`config.mk`:
```
export PLATFORM = sky130hd
export DESIGN_NAME = vec_player
export DESIGN_NICKNAME = d
export VERILOG_FILES = /design/src/rtl/vec_player_pkg.sv /design/src/rtl/vec_player_fifo.sv /design/src/rtl/vec_player.sv
export SDC_FILE = /design/constraint.sdc
export NUM_CORES = 1
export LEC_CHECK = 0
export CAP_MARGIN = 20
export CELL_PAD_IN_SITES_DETAIL_PLACEMENT = 2
export CELL_PAD_IN_SITES_GLOBAL_PLACEMENT = 2
export CORE_MARGIN = 3
export CORE_UTILIZATION = 35
export CTS_CLUSTER_DIAMETER = 100
export DETAILED_ROUTE_END_ITERATION = 8
export DONT_BUFFER_PORTS = 1
export HOLD_SLACK_MARGIN = 0.12
export PLACE_DENSITY = 0.64
export SYNTH_ARGS = -nofsm -noshare
export SYNTH_HDL_FRONTEND = slang
export SYNTH_SLANG_ARGS = --single-unit
```
`constraint.sdc`:
```
create_clock -name clk -period 10.4 [get_ports clk]
set_clock_uncertainty 0.15 [all_clocks]
set_input_delay 0.52 -clock clk [delete_from_list [all_inputs] [get_ports clk]]
set_output_delay 0.52 -clock clk [all_outputs]
set_load 0.005 [all_outputs]
```
`src/rtl/vec_player_pkg.sv`:
```
// rtl/vec_player_pkg.sv - shared types, FIFO entry layout and helpers for vec_player
package vec_player_pkg;

    typedef enum logic [1:0] {
        IDLE = 2'd0,
        RUN  = 2'd1,
        DONE = 2'd2
    } state_t;

    localparam int RPT_W = 8;

    // Entry layout, msb to lsb: {eot, eop, rpt[7:0], mask, expect, drive}
    function automatic int expect_lsb(input int nin);
        return nin;
    endfunction

    function automatic int mask_lsb(input int nin, input int nout);
        return nin + nout;
    endfunction

    function automatic int rpt_lsb(input int nin, input int nout);
        return nin + 2 * nout;
    endfunction

    function automatic int eop_bit(input int nin, input int nout);
        return rpt_lsb(nin, nout) + RPT_W;
    endfunction

    function automatic int eot_bit(input int nin, input int nout);
        return rpt_lsb(nin, nout) + RPT_W + 1;
    endfunction

    function automatic int entry_w(input int nin, input int nout);
        return eot_bit(nin, nout) + 1;
    endfunction

    // Increment that sticks at the all-ones value of a w-bit counter (w <= 32)
    function automatic logic [31:0] sat_inc(input logic [31:0] v, input int w);
        logic [31:0] max_v;
        max_v = (w >= 32) ? 32'hFFFF_FFFF : ((32'd1 << w) - 32'd1);
        return (v >= max_v) ? max_v : v + 32'd1;
    endfunction

endpackage

```
`src/rtl/vec_player_fifo.sv`:
```
// rtl/vec_player_fifo.sv - single-clock vector FIFO with full/empty and registered occupancy
module vec_player_fifo #(
    parameter int WIDTH = 8,
    parameter int DEPTH = 8
) (
    input  logic             clk,
    input  logic             rst,
    input  logic             wr_en,
    input  logic [WIDTH-1:0] wr_data,
    input  logic             rd_en,
    output logic [WIDTH-1:0] rd_data,
    output logic             full,
    output logic             empty
);

    localparam int AW = $clog2(DEPTH);
    localparam logic [AW:0]   FULL_CNT = (AW + 1)'(DEPTH);
    localparam logic [AW:0]   CNT_ONE  = (AW + 1)'(1);
    localparam logic [AW-1:0] PTR_ONE  = AW'(1);

    logic [WIDTH-1:0] mem [DEPTH];
    logic [AW-1:0]    wr_ptr;
    logic [AW-1:0]    rd_ptr;
    logic [AW:0]      count;
    logic             do_wr;
    logic             do_rd;

    // A write into a full FIFO is accepted only when a read frees a slot in the same cycle
    assign do_rd   = rd_en && !empty;
    assign do_wr   = wr_en && (!full || do_rd);
    assign full    = (count == FULL_CNT);
    assign empty   = (count == '0);
    assign rd_data = mem[rd_ptr];

    always_ff @(posedge clk) begin
        if (do_wr) begin
            mem[wr_ptr] <= wr_data;
        end
    end

    always_ff @(posedge clk) begin
        if (rst) begin
            wr_ptr <= '0;
            rd_ptr <= '0;
            count  <= '0;
        end else begin
            if (do_wr) begin
                wr_ptr <= wr_ptr + PTR_ONE;
            end
            if (do_rd) begin
                rd_ptr <= rd_ptr + PTR_ONE;
            end
            case ({do_wr, do_rd})
                2'b10:   count <= count + CNT_ONE;
                2'b01:   count <= count - CNT_ONE;
                default: count <= count;
            endcase
        end
    end

endmodule

```
`src/rtl/vec_player.sv`:
```
// rtl/vec_player.sv - on-chip vector replay engine; VEC_PLAYER_DIAG_EN adds first-miscompare capture
module vec_player
    import vec_player_pkg::*;
#(
    parameter int NIN   = 20,
    parameter int NOUT  = 22,
    parameter int DEPTH = 8,
    parameter int CNTW  = 16
) (
    input  logic            clk,
    input  logic            rst,
    input  logic            start,
    input  logic            abort,
    input  logic            vec_valid,
    output logic            vec_ready,
    input  logic [NIN-1:0]  vec_drive,
    input  logic [NOUT-1:0] vec_expect,
    input  logic [NOUT-1:0] vec_mask,
    input  logic [7:0]      vec_rpt,
    input  logic            vec_eop,
    input  logic            vec_eot,
    output logic [NIN-1:0]  dut_in,
    input  logic [NOUT-1:0] dut_out,
    output logic            busy,
    output logic            done,
    output logic            fail,
    output logic [CNTW-1:0] pattern_number,
    output logic [CNTW-1:0] vector_number,
    output logic [CNTW-1:0] miscompare_count,
    output logic            stall
`ifdef VEC_PLAYER_DIAG_EN
    ,
    output logic            err_valid,
    output logic [CNTW-1:0] err_vector,
    output logic [CNTW-1:0] err_pattern,
    output logic [NOUT-1:0] err_bits
`endif
);

    localparam int EW      = entry_w(NIN, NOUT);
    localparam int EXP_LSB = expect_lsb(NIN);
    localparam int MSK_LSB = mask_lsb(NIN, NOUT);
    localparam int RPT_LSB = rpt_lsb(NIN, NOUT);
    localparam int EOP_BIT = eop_bit(NIN, NOUT);
    localparam int EOT_BIT = eot_bit(NIN, NOUT);
    localparam logic [CNTW-1:0] CNT_ONE = CNTW'(1);

    state_t          state;
    state_t          next_state;
    logic [EW-1:0]   wr_entry;
    logic [EW-1:0]   rd_entry;
    logic            fifo_full;
    logic            fifo_empty;
    logic [7:0]      rd_rpt;

    // Apply stage: the vector currently on dut_in and how many cycles it still owns
    logic            app_valid;
    logic [7:0]      app_left;
    logic [NOUT-1:0] app_expect;
    logic [NOUT-1:0] app_mask;
    logic            app_eop;
    logic            app_eot;
    logic            fin;

    logic            launch;
    logic            run_step;
    logic            scoring;
    logic            app_last;
    logic            hold_vec;
    logic            pop;
    logic [NOUT-1:0] mis_bits;
    logic            mis;

    assign wr_entry = {vec_eot, vec_eop, vec_rpt, vec_mask, vec_expect, vec_drive};
    assign rd_rpt   = rd_entry[RPT_LSB +: 8];

    vec_player_fifo #(
        .WIDTH (EW),
        .DEPTH (DEPTH)
    ) u_fifo (
        .clk     (clk),
        .rst     (rst),
        .wr_en   (vec_valid && vec_ready),
        .wr_data (wr_entry),
        .rd_en   (pop),
        .rd_data (rd_entry),
        .full    (fifo_full),
        .empty   (fifo_empty)
    );

    assign vec_ready = !fifo_full;
    assign stall     = busy && fifo_empty;

    always_comb begin
        next_state = state;
        case (state)
            IDLE:    if (start) next_state = RUN;
            RUN:     if (abort || fin) next_state = DONE;
            DONE:    if (start) next_state = RUN;
            default: next_state = IDLE;
        endcase
    end

    // fin marks the extra RUN cycle after the final eot compare; nothing is popped or scored in it
    assign launch   = (state != RUN) && start;
    assign run_step = (state == RUN) && !abort && !fin;
    assign scoring  = run_step && app_valid;
    assign app_last = (app_left == 8'd1);
    assign hold_vec = app_valid && !app_last;
    assign pop      = run_step && !hold_vec && !(app_valid && app_eot) && !fifo_empty;
    assign mis_bits = (dut_out ^ app_expect) & app_mask;
    assign mis      = scoring && (|mis_bits);

    always_ff @(posedge clk) begin
        if (rst) begin
            state            <= IDLE;
            busy             <= 1'b0;
            done             <= 1'b0;
            fail             <= 1'b0;
            dut_in           <= '0;
            pattern_number   <= '0;
            vector_number    <= '0;
            miscompare_count <= '0;
            app_valid        <= 1'b0;
            app_left         <= 8'd0;
            app_expect       <= '0;
            app_mask         <= '0;
            app_eop          <= 1'b0;
            app_eot          <= 1'b0;
            fin              <= 1'b0;
        end else begin
            state <= next_state;
            busy  <= (next_state == RUN);
            done  <= (next_state == DONE);
            if (launch) begin
                fail             <= 1'b0;
                pattern_number   <= '0;
                vector_number    <= '0;
                miscompare_count <= '0;
                app_valid        <= 1'b0;
                fin              <= 1'b0;
            end else if ((state == RUN) && (abort || fin)) begin
                app_valid <= 1'b0;
                fin       <= 1'b0;
            end else if (run_step) begin
                if (scoring) begin
                    vector_number <= vector_number + CNT_ONE;
                    if (app_last && app_eop) begin
                        pattern_number <= pattern_number + CNT_ONE;
                    end
                    if (app_last && app_eot) begin
                        fin <= 1'b1;
                    end
                    if (mis) begin
                        miscompare_count <= CNTW'(sat_inc(32'(miscompare_count), CNTW));
                        fail             <= 1'b1;
                    end
                end
                if (hold_vec) begin
                    app_left <= app_left - 8'd1;
                end else if (pop) begin
                    app_valid  <= 1'b1;
                    app_left   <= (rd_rpt == 8'd0) ? 8'd1 : rd_rpt;
                    app_expect <= rd_entry[EXP_LSB +: NOUT];
                    app_mask   <= rd_entry[MSK_LSB +: NOUT];
                    app_eop    <= rd_entry[EOP_BIT];
                    app_eot    <= rd_entry[EOT_BIT];
                    dut_in     <= rd_entry[NIN-1:0];
                end else begin
                    app_valid <= 1'b0;
                end
            end
        end
    end

`ifdef VEC_PLAYER_DIAG_EN
    // Counters are captured before this cycle's update: the failing cycle's own index
    always_ff @(posedge clk) begin
        if (rst || launch) begin
            err_valid   <= 1'b0;
            err_vector  <= '0;
            err_pattern <= '0;
            err_bits    <= '0;
        end else if (mis && !err_valid) begin
            err_valid   <= 1'b1;
            err_vector  <= vector_number;
            err_pattern <= pattern_number;
            err_bits    <= mis_bits;
        end
    end
`endif

endmodule

```
==> results of run 1 <==
## per-stage QoR
step,setup WS [ps],instances,util
2_1_floorplan,1620,1547,-
3_3_place_gp,6530,2544,0.371
3_5_place_dp,6440,2544,0.371
4_1_cts,6430,2774,0.415
5_1_grt,6160,2774,0.415
6_report,6440,2779,0.415
## cell families (layout without fill, tap and decap cells)
kind of cell / count (synthesis) / after routing / share of synthesized area
AOI/OAI and AO/OA: 165 / 165 / 0.0413
and+or+nand+nor: 270 / 270 / 0.0459
adders and majority gates: 10 / 10 / 0.00444
xor gates and xnor gates: 57 / 57 / 0.0177
DFF: 734 / 734 / 0.731
muxes: 224 / 224 / 0.145
buffers and inverters: 87 / 264 / 0.0145
other: 0 / 5 / 0
## how the worst max path moves through the flow
stage,end,cells after the start,slack (ps)
2_1_floorplan,u_fifo.mem[0][0],5,1620
3_3_place_gp,u_fifo.mem[4][20],6,6530
3_5_place_dp,u_fifo.mem[1][68],6,6440
4_1_cts,u_fifo.mem[1][67],6,6430
5_1_grt,register,8,6160
6_report,app_expect[12],7,6440
## sequential cells by signal, summed over array words and instances, names as in the netlist, 4 cells and up, named ones only
register and cells:
pattern_number 16, u_fifo.mem 592, u_fifo.count 4, app_left 8, miscompare_count 16, dut_in 20
app_mask 22, app_expect 22, vector_number 16
## per-layer routing
| metal | routed length, um | track usage | vias to the layer above |
|---|---|---|---|
| met3 | 3330 | 0.0371 | 102 |
| met5 | 27 | 0 | - |
| met1 | 31700 | 0.227 | 7802 |
| li1 | - | - | 6434 |
| met2 | 35800 | 0.289 | 286 |
| met4 | 1390 | 0.0434 | 4 |
## power by group through the flow
stage	clock, mW	combinational [mW]	sequential, mW
after global routing	3.11	0.363	3.30
after floorplan	0	0.194	3.35
after global placement	0	0.266	3.35
after CTS	2.97	0.339	3.29
final	2.89	0.329	3.29
after detailed placement	0	0.273	3.35
## synth_stat cells, types with 9 or more instances
master and count:
a211oi_1 74, nand2_1 38, nor2_1 130, nand4_1 10
a21oi_1 26, ha_1 10, edfxtp_1 592, a31oi_1 9
or3_1 9, nor3_1 14, buf_2 28, nand3_1 17
xor2_1 43, and3_1 19, clkbuf_1 28, mux4_2 148
buf_1 15, mux2i_1 75, dfxtp_1 142, a22oi_1 14
xnor2_1 14, o21ai_0 16
## critical path, cell delays in order (launching register included)
cell and delay [ps]:
dfxtp_1 400, ha_1 160, nor3b_1 680, a21bo_1 350, and3_4 630, buf_4 940
nor2_1 100, a211oi_1 350
## what timing repair did
action,4_1_cts,5_1_grt
resized for setup,0,0
endpoints found under the hold margin,688,0
hold buffers,78,0
## cell type report
type	instances	area [um2]	area share
multi-input combinational	726	7230	0.219
sequential	734	20600	0.626
antenna	5	12.5	0.000380
clock inverter	47	528	0.0160
tap	1050	1310	0.0399
clock buffer	105	2200	0.0667
timing repair buffer	106	1020	0.0310
inverter	6	22.5	0.000683
==> results.md, run 1 <==
- Yosys cell types: 52
- WHS Path Cells: 2
- Clock-pin slew on the worst setup and hold paths: 60 ps
- Gr usage total: 0.172
- Worst slew margin: 0.256
- Peak VDD IR: 0.161 mV
- Die Wd: 290 um
- Final min period: 3960 ps
- Worst skew pair latency: 630 ps
- IO buf count: 0
- Commonest non-fill, non-tap cells in the layout: 592 x edfxtp_1, 148 x mux4_2, 139 x dfxtp_1
- Kind of critical path: register to register
- Clock Root Buffer: clkbuf_16
- Commonest non-fill, non-tap cell in the layout: edfxtp_1
- Max Freq: 253 MHz
- Syn-to-layout area delta: 16.8%
- Worst-path fanout max: 97
- Clock sink count: 734
- Die extent in y: 290 um
- Routability Congestion: 0.739
- RSZ-0062 raised after global routing: false
- Internal: 5.05 mW
- CP endpoint kind: register
- P_sw: 1.46 mW
- Final setup viols: 0
- WHS Endpoint: fail
- Post-route design area: 33000 um2
- Initial Utilization: 0.355
- Worst r2r src: app_left[0]
- Ys flop type: edfxtp_1
- H-tree levels: 3
- Die area: 84000 um2
- Initial DRC count: 759
- First-pass GRT wire length: 110000 um
- Number of flops mapped to enable cells by yosys: 592
- YS warnings: 0
- Post-Place Cell Area: 29400 um2
- Critical path arrival: 4310 ps
- Pwr Density: 198 nW/um2
- WL per Instance: 26.0 um
- Post-DP HPWL: 42800 um
- Final TNS setup: 0 ps
- Worst endpoint required time: 10750 ps
- R2r setup slk: 6440 ps
- Setup crit start: app_left[0]
- R2r endpoint: app_expect[12]
- Vias per inst: 5.26
- Total power: 6.51 mW
- Worst Hold Class: primary input to register
- Largest net degree at the start of global routing: 115
- Routed wire length: 72200 um
- Hold Slack: 132 ps
- Number of buffers on the longest clock path: 3
- Async set-or-reset flop fraction in the synthesized netlist: 0
- Setup bufs post-CTS: 0
- Logic pwr share: 0.051
- Post-route ant nets: 0
- Sequential share of the synthesized area: 0.731
- Sequential power share: 0.505
- Total leakage power: 10.1 nW
- Period utilization: 0.381
- # DRC: 0
- Mapped Cells: 1547
- Worst-Margin Slew: 1120 ps
- Vias: 14628
- Sw Share: 0.225
- Status: finished clean
- Main area contributors after synthesis: edfxtp_1 63%, mux4_2 12%, dfxtp_1 10%
- Final hold violations: 0
- Initial antenna violation count: 7
- Core Area: 79400 um2
- Worst hold start: start
- Fillers: 7503
- Biggest area consumer among synthesized cells: edfxtp_1
- Post-Synthesis Net Count: 1658
- Synth top area share: 0.630
- Cell Rows: 103
- Overflow after GRT: 0
- Max-cap violation count: 0
- Worst setup SP type: register
- Avg Cell Area, Syn: 18.2 um2
- Register bit total from synthesis: 734
- Cell count of the worst reg-to-reg path: 7
- CTS Buf Count: 81
- Io pins: 174
- Final nets: 1766
- Vias in the first global route: 16425
- CTS tree: yes
- Fin. max-slew vios: 0
- Synth Cell Area: 28200 um2
- Initial DRT Pass Iterations: 4
- Fraction of layout cells with a size suffix above 1: 0.188
- Clock power share: 0.444
Power figures use the tool's default switching activity.
==> run 2, diff against run 1 <==
Settings changed: PLACE_DENSITY 0.64 to 0.67.
Clock period 10.4 ns to 3.4 ns, I/O delays scaled along.
==> run 2 against run 1 <==
Against the previous run:
- final cell count is 0.61% higher
- sequential power grew to 3.1 times the previous value
- flip-flop and latch count stayed put
- clock power grew to 3.2 times the previous value
- largest cell class unchanged
==> results.md, run 2 (synthesized netlist as in run 1, its figures left out) <==
- Status: finished clean (unchanged)
- Period utilization: 0.842 (was 0.381)
- Final min period: 2860 ps (was 3960 ps)
- CTS Buf Count: 83 (was 81)
- IO buf count: 0 (unchanged)
- Largest register FFs: 592 (unchanged)
- Commonest non-fill, non-tap cells in the layout: 592 x edfxtp_1, 148 x mux4_2, 138 x dfxtp_1 (was 592 x edfxtp_1, 148 x mux4_2, 139 x dfxtp_1)
- First-pass GRT wire length: 113000 um (was 110000 um)
- Worst Hold Class: primary input to register (unchanged)
- Overflow after GRT: 0 (unchanged)
- Max Freq: 349 MHz (was 253 MHz)
- Worst Setup EP: miscompare_count[2] (was app_expect[12])
- Vias per inst: 5.28 (was 5.26)
- Final TNS setup: 0 ps (unchanged)
- Worst path bufs/invs: 0 (was 1)
- RSZ-0062 raised after global routing: false (unchanged)
- Initial Utilization: 0.355 (unchanged)
- WL per Instance: 26.8 um (was 26.0 um)
- Cell count of the worst reg-to-reg path: 6 (was 7)
- Worst r2r src: app_expect[8] (was app_left[0])
- Kind of critical path: register to register (unchanged)
- Clock Root Buffer: clkbuf_16 (unchanged)
- Setup bufs post-CTS: 0 (unchanged)
- Setup crit start: app_expect[8] (was app_left[0])
- Initial DRT Pass Iterations: 5 (was 4)
- Die Wd: 290 um (unchanged)
- Initial DRC count: 951 (was 759)
- Die extent in y: 290 um (unchanged)
- Vias: 14758 (was 14628)
- Worst skew pair latency: 640 ps (was 630 ps)
- Initial antenna violation count: 12 (was 7)
- Final nets: 1779 (was 1766)
- CP endpoint kind: register (unchanged)
- Crit-path max cell delay: 800 ps (was 940 ps)
- Worst slew margin: 0.347 (was 0.256)
- Vias in the first global route: 16630 (was 16425)
- CP Cell Sequence: xor2_1 > a22oi_1 > nand4_1 > or3_1 > and2_1 > a311oi_1 (was ha_1 > nor3b_1 > a21bo_1 > and3_4 > buf_4 > nor2_1 > a211oi_1)
- Number of buffers on the longest clock path: 3 (unchanged)
- # DRC: 0 (unchanged)
- Final hold violations: 0 (unchanged)
- Worst setup SP type: register (unchanged)
- Worst-path fanout max: 17 (was 97)
- Inst Count DP: 2553 (was 2544)
- GRT busiest layer: met2 (unchanged)
- Gr usage total: 0.178 (was 0.172)
- Max-cap violation count: 0 (unchanged)
- Clock-pin slew on the worst setup and hold paths: 70 ps (was 60 ps)
- Io pins: 174 (unchanged)
- Fin. max-slew vios: 0 (unchanged)
- Pwr Density: 607 nW/um2 (was 198 nW/um2)
- R2r setup slk: 540 ps (was 6440 ps)
- Clock sink count: 734 (unchanged)
- Syn-to-layout area delta: 18.3% (was 16.8%)
- Total power: 20.3 mW (was 6.51 mW)
- Worst-Margin Slew: 980 ps (was 1120 ps)
- Final setup viols: 0 (unchanged)
- Peak VDD IR: 0.394 mV (was 0.161 mV)
- Kind of cell adding the most delay to the critical path: simple AND/OR/NAND/NOR gates (unchanged)
- Critical path arrival: 3240 ps (was 4310 ps)
- Routed wire length: 74900 um (was 72200 um)
- Post-Layout Cell Count: 2796 (was 2779)
- Worst endpoint required time: 3770 ps (was 10750 ps)
- Core Area: 79400 um2 (unchanged)
- Commonest non-fill, non-tap cell in the layout: edfxtp_1 (unchanged)
- Post-layout util: 0.420 (was 0.415)
- R2r endpoint: miscompare_count[2] (was app_expect[12])
- Cell Rows: 103 (unchanged)
- Routability Congestion: 0.750 (was 0.739)
- CTS tree: yes (unchanged)
- Post-DP HPWL: 43200 um (was 42800 um)
- Top reg by flops: u_fifo.mem (unchanged)
- Total leakage power: 10.2 nW (was 10.1 nW)
- Biggest regs: u_fifo.mem x592, app_expect x22, app_mask x22 (unchanged)
- Post-route ant nets: 0 (unchanged)
- Met2 GRT Util: 0.309 (was 0.289)
- Largest net degree at the start of global routing: 138 (was 115)
- Slowest library cell on the worst path: or3_1 (was buf_4)
- Fraction of layout cells with a size suffix above 1: 0.196 (was 0.188)
- Die area: 84000 um2 (unchanged)
- GRT met1 Usage: 0.227 (about the same)
- Met3 Resource Use GR: 0.0377 (was 0.0371)
- H-tree levels: 3 (unchanged)
- Crit path depth: 6 (was 7)
==> run 2: area by class of cell <==
cell class                 instances  area, um2
inverter                           6       22.5
timing repair buffer             117       1300
antenna                            7       17.5
fill                            7451      46000
sequential                       734      20600
clock buffer                     111       2270
clock inverter                    45        531
multi-input combinational        726       7290
tap                             1050       1310
==> run 2: worst register-to-register path, stage by stage, from the launching register on <==
cell and delay [ps]:
dfxtp_1 330, xor2_1 160, a22oi_1 270, nand4_1 130, or3_1 810, and2_1 550, a311oi_1 350
==> run 2: per-layer routing <==
metal	up-vias	wire (um)
met2	305	38200
met4	8	1290
met5	-	48
met1	7887	31700
li1	6466	-
met3	92	3650
==> run 2: what timing repair did <==
item | CTS | global route
hold buffers | 80 | 0
hold endpoints to repair | 932 | 0
gates resized for setup | 0 | 0
==> run 2: stage by stage <==
step	hold WS [ps]	setup slack (ps)	cell area, um2
final	206	537	33400
after detailed placement	110	507	29700
after CTS	177	481	33400
after global routing	217	169	33400
after global placement	108	592	29700
after floorplan	119	-337	28300
==> run 2: where the power goes <==
group / leakage [nW] / total [mW] / switching [mW] / internal [mW]
Clock: 1.36 / 9.15 / 3.73 / 5.43
Combinational: 2.35 / 1.05 / 0.636 / 0.411
Sequential: 6.53 / 10.1 / 0.109 / 9.95
==> run 2: worst min-delay path by stage <==
stage	startpoint	to	slack, ps	cells after the start
6_report	vec_mask[16]	u_fifo.mem[7][58]	210	1
5_1_grt	vec_mask[16]	u_fifo.mem[7][58]	220	1
4_1_cts	vec_drive[8]	u_fifo.mem[5][8]	180	1
3_5_place_dp	rst	dut_in[16]	110	1
3_3_place_gp	rst	dut_in[14]	110	1
2_1_floorplan	vec_drive[0]	u_fifo.mem[0][0]	120	0
